[config.mk]
export PLATFORM = sky130hd
export DESIGN_NAME = dm_sba
export DESIGN_NICKNAME = d
export VERILOG_FILES = /design/src/rtl/dm_sba_pkg.sv /design/src/rtl/dm_sba_bus_if.sv /design/src/rtl/dm_sba.sv
export SDC_FILE = /design/constraint.sdc
export NUM_CORES = 1
export LEC_CHECK = 0
export BUFFER_PORTS_ARGS = -buffer_cell sky130_fd_sc_hd__buf_4
export CORE_UTILIZATION = 40
export DETAILED_ROUTE_END_ITERATION = 8
export RECOVER_POWER = 50
export SLEW_MARGIN = 20
export SYNTH_ARGS = -nofsm -noshare
export SYNTH_HDL_FRONTEND = slang
export SYNTH_HIERARCHICAL = 1
export SYNTH_SLANG_ARGS = --single-unit
[constraint.sdc]
create_clock -name clk -period 4.55 [get_ports clk]
set_input_delay 1.365 -clock clk [delete_from_list [all_inputs] [get_ports clk]]
set_output_delay 1.365 -clock clk [all_outputs]
set_load 0.03 [all_outputs]
[src/rtl/dm_sba_pkg.sv]
// Shared debug-module constants: DMI register map, op codes, sbcs layout and sberror codes.
// sbcs_pack() assembles the architectural sbcs read value from the stored R/W fields.
package dm_sba_pkg;

  localparam logic [5:0] DMI_SBCS       = 6'h38;
  localparam logic [5:0] DMI_SBADDRESS0 = 6'h39;
  localparam logic [5:0] DMI_SBDATA0    = 6'h3c;

  localparam logic [1:0] DMI_OP_NOP   = 2'd0;
  localparam logic [1:0] DMI_OP_READ  = 2'd1;
  localparam logic [1:0] DMI_OP_WRITE = 2'd2;

  localparam int SBCS_SBVERSION_LSB  = 29;
  localparam int SBCS_SBBUSYERROR    = 22;
  localparam int SBCS_SBBUSY         = 21;
  localparam int SBCS_SBREADONADDR   = 20;
  localparam int SBCS_SBACCESS_LSB   = 17;
  localparam int SBCS_SBAUTOINC      = 16;
  localparam int SBCS_SBREADONDATA   = 15;
  localparam int SBCS_SBERROR_LSB    = 12;
  localparam int SBCS_SBASIZE_LSB    = 5;
  localparam int SBCS_SBACCESS32     = 2;

  localparam logic [2:0] SBERR_NONE    = 3'd0;
  localparam logic [2:0] SBERR_TIMEOUT = 3'd1;
  localparam logic [2:0] SBERR_BADADDR = 3'd2;
  localparam logic [2:0] SBERR_ALIGN   = 3'd3;
  localparam logic [2:0] SBERR_SIZE    = 3'd4;

  localparam logic [2:0] SBVERSION   = 3'd1;
  localparam logic [6:0] SBASIZE     = 7'd32;
  localparam logic [2:0] SBACCESS_32 = 3'd2;

  typedef struct packed {
    logic       busyerror;
    logic       readonaddr;
    logic [2:0] access;
    logic       autoinc;
    logic       readondata;
    logic [2:0] error;
  } sbcs_rw_t;

  function automatic logic [31:0] sbcs_pack(input sbcs_rw_t f, input logic busy);
    logic [31:0] v;
    v = '0;
    v[SBCS_SBVERSION_LSB +: 3] = SBVERSION;
    v[SBCS_SBBUSYERROR]        = f.busyerror;
    v[SBCS_SBBUSY]             = busy;
    v[SBCS_SBREADONADDR]       = f.readonaddr;
    v[SBCS_SBACCESS_LSB +: 3]  = f.access;
    v[SBCS_SBAUTOINC]          = f.autoinc;
    v[SBCS_SBREADONDATA]       = f.readondata;
    v[SBCS_SBERROR_LSB +: 3]   = f.error;
    v[SBCS_SBASIZE_LSB +: 7]   = SBASIZE;
    v[SBCS_SBACCESS32]         = 1'b1;
    return v;
  endfunction

endpackage

[src/rtl/dm_sba_bus_if.sv]
// Single-word bus master: registers the request at start, holds it until mem_ack, then idles.
// Optional watchdog under DM_SBA_TIMEOUT_EN aborts an access after TIMEOUT_CYCLES request cycles.
module dm_sba_bus_if
  import dm_sba_pkg::*;
#(
  parameter int unsigned TIMEOUT_CYCLES = 255
) (
  input  logic        clk,
  input  logic        rst,
  input  logic        i_start,
  input  logic        i_we,
  input  logic [31:0] i_addr,
  input  logic [31:0] i_wdata,
  output logic        o_busy,
  output logic        o_done,
  output logic        o_was_rd,
  output logic        o_fault,
  output logic [2:0]  o_fault_code,
  output logic [31:0] o_rdata,
  output logic        mem_req,
  output logic        mem_we,
  output logic [31:0] mem_addr,
  output logic [31:0] mem_wdata,
  input  logic        mem_ack,
  input  logic        mem_err,
  input  logic [31:0] mem_rdata
);

  localparam logic [1:0] ST_IDLE = 2'd0;
  localparam logic [1:0] ST_RD   = 2'd1;
  localparam logic [1:0] ST_WR   = 2'd2;

  logic [1:0] r_state;
  logic       w_ack;
  logic       w_expire;
  logic       w_end;

  assign w_ack = (r_state != ST_IDLE) && mem_ack;

`ifdef DM_SBA_TIMEOUT_EN
  localparam int TO_RAW = $clog2(TIMEOUT_CYCLES + 1);
  localparam int TO_W   = (TO_RAW < 8) ? 8 : ((TO_RAW > 16) ? 16 : TO_RAW);

  logic [TO_W-1:0] r_cnt;

  // Counter value equals completed request cycles; expiry lands on the TIMEOUT_CYCLES-th one.
  assign w_expire = (r_state != ST_IDLE) && !mem_ack &&
                    (r_cnt == TO_W'(TIMEOUT_CYCLES - 1));

  always_ff @(posedge clk) begin
    if (rst || (r_state == ST_IDLE)) begin
      r_cnt <= '0;
    end else begin
      r_cnt <= r_cnt + 1'b1;
    end
  end
`else
  assign w_expire = 1'b0;
`endif

  assign w_end = w_ack || w_expire;

  always_ff @(posedge clk) begin
    if (rst) begin
      r_state   <= ST_IDLE;
      mem_req   <= 1'b0;
      mem_we    <= 1'b0;
      mem_addr  <= '0;
      mem_wdata <= '0;
    end else if (r_state == ST_IDLE) begin
      if (i_start) begin
        r_state   <= i_we ? ST_WR : ST_RD;
        mem_req   <= 1'b1;
        mem_we    <= i_we;
        mem_addr  <= i_addr;
        mem_wdata <= i_wdata;
      end
    end else if (w_end) begin
      r_state <= ST_IDLE;
      mem_req <= 1'b0;
      mem_we  <= 1'b0;
    end
  end

  assign o_busy       = (r_state != ST_IDLE);
  assign o_done       = w_end;
  assign o_was_rd     = (r_state == ST_RD);
  assign o_fault      = (w_ack && mem_err) || w_expire;
  assign o_fault_code = w_expire ? SBERR_TIMEOUT : SBERR_BADADDR;
  assign o_rdata      = mem_rdata;

endmodule

[src/rtl/dm_sba.sv]
// Debug-module system-bus access: sbcs/sbaddress0/sbdata0 over DMI, one response per request.
// Bus accesses run in dm_sba_bus_if; DM_SBA_TIMEOUT_EN compiles in its watchdog.
module dm_sba
  import dm_sba_pkg::*;
#(
  parameter int unsigned TIMEOUT_CYCLES = 255
) (
  input  logic        clk,
  input  logic        rst,
  input  logic        dmi_req_valid,
  output logic        dmi_req_ready,
  input  logic [5:0]  dmi_req_addr,
  input  logic [31:0] dmi_req_data,
  input  logic [1:0]  dmi_req_op,
  output logic        dmi_resp_valid,
  input  logic        dmi_resp_ready,
  output logic [31:0] dmi_resp_data,
  output logic [1:0]  dmi_resp_op,
  output logic        mem_req,
  output logic        mem_we,
  output logic [31:0] mem_addr,
  output logic [31:0] mem_wdata,
  input  logic        mem_ack,
  input  logic        mem_err,
  input  logic [31:0] mem_rdata
);

  logic        r_resp_vld;
  logic [31:0] r_resp_dat;
  sbcs_rw_t    r_sbcs;
  logic [31:0] r_addr;
  logic [31:0] r_data;

  logic        w_accept, w_rd, w_wr;
  logic        w_sel_cs, w_sel_addr, w_sel_data;
  logic        w_busy, w_done, w_was_rd, w_fault;
  logic [2:0]  w_fault_code;
  logic [31:0] w_bus_rdata;
  logic        w_busy_hit, w_trig, w_err_free, w_size_bad, w_align_bad;
  logic        w_start, w_start_we;
  logic [31:0] w_chk_addr, w_start_wdata, w_sbcs_val, w_rd_dat;

  assign dmi_req_ready  = !r_resp_vld && !rst;
  assign dmi_resp_valid = r_resp_vld;
  assign dmi_resp_data  = r_resp_dat;
  assign dmi_resp_op    = 2'b00;

  assign w_accept   = dmi_req_valid && dmi_req_ready;
  assign w_rd       = w_accept && (dmi_req_op == DMI_OP_READ);
  assign w_wr       = w_accept && (dmi_req_op == DMI_OP_WRITE);
  assign w_sel_cs   = (dmi_req_addr == DMI_SBCS);
  assign w_sel_addr = (dmi_req_addr == DMI_SBADDRESS0);
  assign w_sel_data = (dmi_req_addr == DMI_SBDATA0);

  // Busy is the registered FSM state, so a request colliding with mem_ack still sees busy.
  assign w_busy_hit = w_busy && ((w_wr && (w_sel_addr || w_sel_data)) || (w_rd && w_sel_data));

  assign w_trig = !w_busy && ((w_wr && w_sel_addr && r_sbcs.readonaddr) ||
                              (w_wr && w_sel_data) ||
                              (w_rd && w_sel_data && r_sbcs.readondata));

  assign w_chk_addr    = (w_wr && w_sel_addr) ? dmi_req_data : r_addr;
  assign w_err_free    = (r_sbcs.error == SBERR_NONE) && !r_sbcs.busyerror;
  assign w_size_bad    = (r_sbcs.access != SBACCESS_32);
  assign w_align_bad   = |w_chk_addr[1:0];
  assign w_start       = w_trig && w_err_free && !w_size_bad && !w_align_bad;
  assign w_start_we    = w_wr && w_sel_data;
  assign w_start_wdata = w_start_we ? dmi_req_data : r_data;

  assign w_sbcs_val = sbcs_pack(r_sbcs, w_busy);

  always_comb begin
    w_rd_dat = '0;
    case (dmi_req_addr)
      DMI_SBCS:       w_rd_dat = w_sbcs_val;
      DMI_SBADDRESS0: w_rd_dat = r_addr;
      DMI_SBDATA0:    w_rd_dat = r_data;
      default:        w_rd_dat = '0;
    endcase
  end

  always_ff @(posedge clk) begin
    if (rst) begin
      r_resp_vld <= 1'b0;
      r_resp_dat <= '0;
      r_sbcs     <= '0;
      r_addr     <= '0;
      r_data     <= '0;
    end else begin
      if (r_resp_vld && dmi_resp_ready) begin
        r_resp_vld <= 1'b0;
      end
      if (w_accept) begin
        r_resp_vld <= 1'b1;
        r_resp_dat <= w_rd ? w_rd_dat : '0;
      end

      if (w_wr && w_sel_cs) begin
        r_sbcs.readonaddr <= dmi_req_data[SBCS_SBREADONADDR];
        r_sbcs.access     <= dmi_req_data[SBCS_SBACCESS_LSB +: 3];
        r_sbcs.autoinc    <= dmi_req_data[SBCS_SBAUTOINC];
        r_sbcs.readondata <= dmi_req_data[SBCS_SBREADONDATA];
        r_sbcs.error      <= r_sbcs.error & ~dmi_req_data[SBCS_SBERROR_LSB +: 3];
        if (dmi_req_data[SBCS_SBBUSYERROR]) begin
          r_sbcs.busyerror <= 1'b0;
        end
      end

      if (w_busy_hit) begin
        r_sbcs.busyerror <= 1'b1;
      end else begin
        if (w_wr && w_sel_addr) begin
          r_addr <= dmi_req_data;
        end
        if (w_wr && w_sel_data) begin
          r_data <= dmi_req_data;
        end
      end

      if (w_trig && w_err_free) begin
        if (w_size_bad) begin
          r_sbcs.error <= SBERR_SIZE;
        end else if (w_align_bad) begin
          r_sbcs.error <= SBERR_ALIGN;
        end
      end

      // Completion is last so a hardware error wins over a same-cycle write-1-to-clear.
      if (w_done) begin
        if (w_fault) begin
          r_sbcs.error <= w_fault_code;
        end else begin
          if (w_was_rd) begin
            r_data <= w_bus_rdata;
          end
          if (r_sbcs.autoinc) begin
            r_addr <= r_addr + 32'd4;
          end
        end
      end
    end
  end

  dm_sba_bus_if #(
    .TIMEOUT_CYCLES(TIMEOUT_CYCLES)
  ) u_bus_if (
    .clk          (clk),
    .rst          (rst),
    .i_start      (w_start),
    .i_we         (w_start_we),
    .i_addr       (w_chk_addr),
    .i_wdata      (w_start_wdata),
    .o_busy       (w_busy),
    .o_done       (w_done),
    .o_was_rd     (w_was_rd),
    .o_fault      (w_fault),
    .o_fault_code (w_fault_code),
    .o_rdata      (w_bus_rdata),
    .mem_req      (mem_req),
    .mem_we       (mem_we),
    .mem_addr     (mem_addr),
    .mem_wdata    (mem_wdata),
    .mem_ack      (mem_ack),
    .mem_err      (mem_err),
    .mem_rdata    (mem_rdata)
  );

endmodule
* Word level (Yosys, flattened, before mapping)
Index checks and enable logic that the tools add are counted.
** Word-level totals
- Bits in registers :: 175
- Bits of input ports :: 78
- Output and inout bits :: 102
- Logic and storage cells :: 98
** Operators by class
- Add/subtract/negate cells :: 1
- Equal/unequal tests :: 8
- Mux-type cells :: 31
- Bitwise gates (word level) :: 2
- Reduce and logical (&&, ||, !) cells :: 41
** Operators with widths (count)
- $mux W32 :: 11
- $pmux W32 S3 :: 1
- $add A32 B3 Y32 const B :: 1
- $logic_and A1 B1 Y1 :: 20
- $eq A6 B6 Y1 const B :: 3
- $mux W3 :: 5
- $mux W10 :: 1
- $reduce_bool A2 Y1 :: 5
- $mux W1 :: 9
- $mux W2 :: 4
- $logic_not A1 Y1 :: 6
- $reduce_and A2 Y1 :: 3
- $eq A2 B1 Y1 const B :: 2
- $logic_or A1 B1 Y1 :: 4
- $and A3 B3 Y3 :: 1
- $logic_not A3 Y1 :: 1
- $ne A3 B2 Y1 const B :: 1
- $not A3 Y3 :: 1
- $eq A2 B2 Y1 const B :: 1
- $logic_not A2 Y1 :: 1
- $ne A2 B1 Y1 const B :: 1
- $reduce_or A2 Y1 :: 1

* Logic depth before layout (Yosys ltp)
- Word-level depth :: 14
- Gate-level depth with buffers :: 11

* Cells and area by module
Netlist, hierarchy kept.
** Modules (own cells, without submodules)
- dm_sba :: times used 1, cells an instance 765, area each 6169.7 um^2
- dm_sba_bus_if :: times used 1, cells an instance 333, area each 2815.2 um^2

* Worst setup path after synthesis
OpenSTA, ideal clock, no wires.
- Kind :: input to register
- Start :: in rst
- End :: reg u_bus_if.mem_addr[0]
- Data arrival time :: 3681 ps
- Required time :: 4422 ps
- Setup slack :: 740 ps
- Stages :: 11
- Buffers on the path :: 4
- Cells stage by stage :: buf_6 > or3b_1 > buf_6 > or3_1 > a221oi_2 > nor3b_1 > or3b_1 > buf_6 > buf_8 > nand2_1 > a21oi_1
** On the way
- Longest elaborated chain between the ends :: 13
- Elaborated cells on any way between the ends :: 20
- Classes of those cells :: 1 x mux; 19 x reduce/logical
** Ends and longest elaborated chain
- start: declaration :: RTL line dm_sba.sv:9 : input logic rst,
- $logic_not A1 Y1 (*) :: RTL line dm_sba.sv:43 : assign dmi_req_ready = !r_resp_vld && !rst;
- $logic_and A1 B1 Y1 (*) :: RTL line dm_sba.sv:43
- $logic_and A1 B1 Y1 (*) :: RTL line dm_sba.sv:48 : assign w_accept = dmi_req_valid && dmi_req_ready;
- $logic_and A1 B1 Y1 :: RTL line dm_sba.sv:50 : assign w_wr = w_accept && (dmi_req_op == DMI_OP_WRITE);
- $logic_and A1 B1 Y1 :: RTL line dm_sba.sv:58, dm_sba.sv:62
- $logic_and A1 B1 Y1 :: RTL line dm_sba.sv:58 : assign w_trig = !w_busy && ((w_wr && w_sel_addr && r_sbcs.readonaddr) ||
- $logic_or A1 B1 Y1 :: RTL line dm_sba.sv:58
- $logic_or A1 B1 Y1 :: RTL line dm_sba.sv:59 : (w_wr && w_sel_data) ||
- $logic_and A1 B1 Y1 :: RTL line dm_sba.sv:58
- $logic_and A1 B1 Y1 (2 in a row) :: RTL line dm_sba.sv:66 : assign w_start = w_trig && w_err_free && !w_size_bad && !w_align_bad;
- $logic_and A1 B1 Y1 (*) :: RTL line dm_sba.sv:66
- net w_start :: RTL line dm_sba.sv:40 : logic w_start, w_start_we;
- $reduce_and A2 Y1 (no line) (*)
- end signal: assignment :: RTL line dm_sba_bus_if.sv:75 : mem_addr <= i_addr;
- end: declaration :: RTL line dm_sba_bus_if.sv:22 : output logic [31:0] mem_addr,
The timed path passes the listed nets; every way through them passes the cells marked *.
A chain may end at the register's enable or synchronous reset.

* Worst setup path in the final report
- Start :: in dmi_req_addr[0]
- End :: reg r_addr[14]
** On the way
- Elaborated cells on any way between the ends :: 13
- Classes of those cells :: 2 x eq/ne; 5 x mux; 6 x reduce/logical
** RTL lines
- start: declaration :: RTL line dm_sba.sv:12 : input logic [5:0] dmi_req_addr,
- $eq A6 B6 Y1 (*) :: RTL line dm_sba.sv:52 : assign w_sel_addr = (dmi_req_addr == DMI_SBADDRESS0);
- $logic_and A1 B1 Y1 (*)
- $mux W32 (*)
- net w_chk_addr[14] :: RTL line dm_sba.sv:41 : logic [31:0] w_chk_addr, w_start_wdata, w_sbcs_val, w_rd_dat;
- $mux W32 (*) :: RTL line dm_sba.sv:109 : if (w_busy_hit) begin
- $mux W32 :: RTL line dm_sba.sv:136 : if (r_sbcs.autoinc) begin
- $mux W32 :: RTL line dm_sba.sv:130 : if (w_fault) begin
- $mux W32 (*) :: RTL line dm_sba.sv:129 : if (w_done) begin
- end signal: assignment :: RTL line dm_sba.sv:113 : r_addr <= dmi_req_data;
- end signal: assignment :: RTL line dm_sba.sv:137 : r_addr <= r_addr + 32'd4;
- end: declaration :: RTL line dm_sba.sv:31 : logic [31:0] r_addr;
Marks and branches as above.

==> results.yml <==
die:
  core_um2: 21900
  die_area_um2: 23100
  rows: 54
  initial_core_util_pct: 41.0
  io_pins: 180
  die_x_um: 152
  fp.dieH_um: 152
worst_setup_path:
  critical-path-max-stage-delay_ns: 1.39
  critPathArrivalTime_ns: 4.20
  critical_path_class: "input port to flip-flop"
  end_kind: "flip-flop"
  critPathLaunchType: "input port"
  cp_cell_sequence: "buf_4, nor2b_1, nand4_1, clkbuf_1, mux2i_1, a32oi_1, a21oi_1"
  cp_slowest_cell: "clkbuf_1"
  crit_path_max_fanout: 35
  reg2reg_depth: 10
  cp.required_ns: 4.83
placed_design:
  dp_hpwl_mm: 20.1
  placed_cells: 1473
  portBuffers: 177
  gp_congestion: 0.871
route:
  route.detailed.drc: 0
  routed_wl_mm: 28.7
  drtAntennaViolNets: 0
  drtPass1Iterations: 5
  vias: 8280
  avgViaCountPerCell: 5.49
  drt_iter0_markers: 680
  wire_per_inst_um: 19.1
logic_synthesis:
  yosys.area.top_type_share_pct: 38.8
  yosys.area.top_type: "dfxtp_1"
  synth_area_leaders: "dfxtp_1 (39%), nand2_1 (9.2%), a21oi_1 (4.7%)"
  synth.top_cells.by_count: "nand2_1 (220), dfxtp_1 (174), nor2_1 (100)"
  yosysMostFrequentCell: "nand2_1"
  synth_warnings: 6
  ys_types: 72
  avgSynthCellArea_um2: 8.18
  synth-async-reset-ratio_pct: 0
  syn_inst: 1098
  syn_area_um2: 8980
  yosysSeqAreaShare_pct: 38.8
  synth_edf_count: 0
  synth-seq-cells: 174
  ys.flop_type: "dfxtp_1"
cells_and_area:
  final_nets: 1291
  regArea_um2: 3480
  layout-drive-gt1-share_pct: 15.8
  multiInputGateArea_um2: 4620
  syn_to_final_growth_pct: 13.6
  final_cells: 1507
  fill_cells: 2298
grt:
  grtUsageTotal_pct: 24.8
  grt_pass1_vias: 7828
  overflow: 0
  antenna_found_initial: 2
  grt_start_max_net_pins: 109
  grt_pass1_wl_mm: 45.3
clock_tree:
  ctsHoldBuffers: 0
  clock_latency_ns: 0.44
  post_cts_buffers: 0
  path_clk_slew_ns: 0.07
  ctsResizeCount: 0
  clock-sinks: 174
  clockBufferDepth: 2
  cts-root-buf: "clkbuf_16"
  htreeDepth: 4
  cts_inserted_buffers: 17
  cts_tree: "done"
worst_hold_path:
  min_path_cells: 2
  hold_class: "flip-flop to flip-flop"
timing:
  relSlewSlack_pct: -26.1
  period_share_pct: 86.1
  finClkSkew_ns: 0.0122
  maxSlewViolCount: 74
  min_period_ns: 3.92
  worst_pin_slew_ns: 1.89
  rsz0062_at_grt: "no"
  setup_viol: 0
  tns_ns: 0
  hold_viol_final: 0
  max_freq_mhz: 255
outcome:
  run_status: "finished, violations left"
  violations: "capacitance limit, slew limit"
run:
  maxCapViolations: 3
pwr:
  ir_drop_mv: 0.212
  power.density_nw_per_um2: 298
  leakage_nw: 3.65
-- layout make-up --
type | instances | area share, %
Clock buffer | 20 | 4.38
Inverter | 18 | 0.662
Tap cell | 280 | 3.43
Multi-Input combinational cell | 797 | 45.3
Antenna cell | 2 | 0.0490
Sequential cell | 174 | 34.1
Timing Repair Buffer | 204 | 11.2
Clock inverter | 12 | 0.882
-- per-layer routing --
metal  share of wire, %  vias up  track usage [%]
met2                 46      292             38.9
met3                6.1       30             4.48
met5                  0        -                0
li1                   -     4048                -
met4                1.5        0             7.29
met1                 47     3910             34.7
-- per-stage QoR --
stage	area, um2	power, W	hold WS, ns	setup slack (ns)	utilization (%)
floorplan	8990	0.00165	0.461	0.740	-
global placement	10100	0.00172	0.442	0.505	46.1
detailed placement	10100	0.00172	0.448	0.456	46.1
CTS	10600	0.00307	0.457	0.904	48.5
global route	10200	0.00314	0.475	0.379	46.6
finish	10200	0.00305	0.455	0.631	46.6
-- registers in the layout, summed over array words and instances, names as in the netlist --
| name | flops |
|---|---|
| dmi_resp_valid | 1 |
| r_addr | 32 |
| u_bus_if/mem_addr | 32 |
| u_bus_if/mem_we | 1 |
| u_bus_if/mem_req | 1 |
| u_bus_if/r_state | 1 |
| r_data | 32 |
| dmi_resp_data | 32 |
| u_bus_if/mem_wdata | 32 |
| r_sbcs | 10 |
-- layout by cell type, fill, tap and decap left out, types with 5 or more instances in the layout --
cell type and n:
nand2_1 220, dfxtp_1 174, clkbuf_1 106, nor2_1 98, buf_4 98, a21oi_1 84
o21ai_0 62, mux2_2 30, a22oi_1 30, o21ai_1 30, nand3_1 29, mux2i_1 23
mux2_4 19, inv_1 18, a22o_1 18, clkbuf_16 17, a31oi_1 16, nand4_1 12
nor3_1 10, and3_1 8, or3_1 7, nor2b_1 6, nor4_1 6, o211ai_1 6
nand2b_1 5, o22ai_1 5, conb_1 5
-- worst max-delay path, delay by kind of cell --
| family | cells | cell delay [ns] |
|---|---|---|
| buffers and inverters | 2 | 1.59 |
| muxes | 1 | 0.43 |
| and+or+nand+nor | 2 | 0.40 |
| AOI/OAI and AO/OA | 2 | 0.40 |
-- worst paths after layout --
check | startpoint | end | slack, ns
max reg2reg | u_bus_if/mem_we$_SDFFE_PP0P_ | u_bus_if/mem_addr[16]$_SDFFE_PP0P_ | 1.23
max | dmi_req_addr[0] | r_addr[14]$_SDFF_PP0_ | 0.63
min | u_bus_if/mem_addr[5]$_SDFFE_PP0P_ | u_bus_if/mem_addr[5]$_SDFFE_PP0P_ | 0.45
min reg2reg | u_bus_if/mem_addr[5]$_SDFFE_PP0P_ | u_bus_if/mem_addr[5]$_SDFFE_PP0P_ | 0.45
-- kinds of logic (layout without fill, tap and decap cells) --
group / after synthesis / after routing / share of synthesized area (%)
AO/OA/AOI/OAI: 283 / 283 / 19.1
XOR/XNOR: 3 / 3 / 0.292
adder cells (fa/ha/maj): 1 / 1 / 0.139
buffers and inverters: 129 / 254 / 10.1
flip-flops: 174 / 174 / 38.8
multiplexers: 72 / 72 / 9.50
other: 3 / 7 / 0.125
AND/OR/NAND/NOR: 433 / 433 / 21.9
-- where the power goes --
part / internal, W / switching, W / leakage (nW)
logic: 0.0000629 / 0.0000927 / 2.00
clock network: 0.000716 / 0.000649 / 0.257
registers: 0.00152 / 0.00000245 / 1.40
Power figures use the tool's default switching activity.
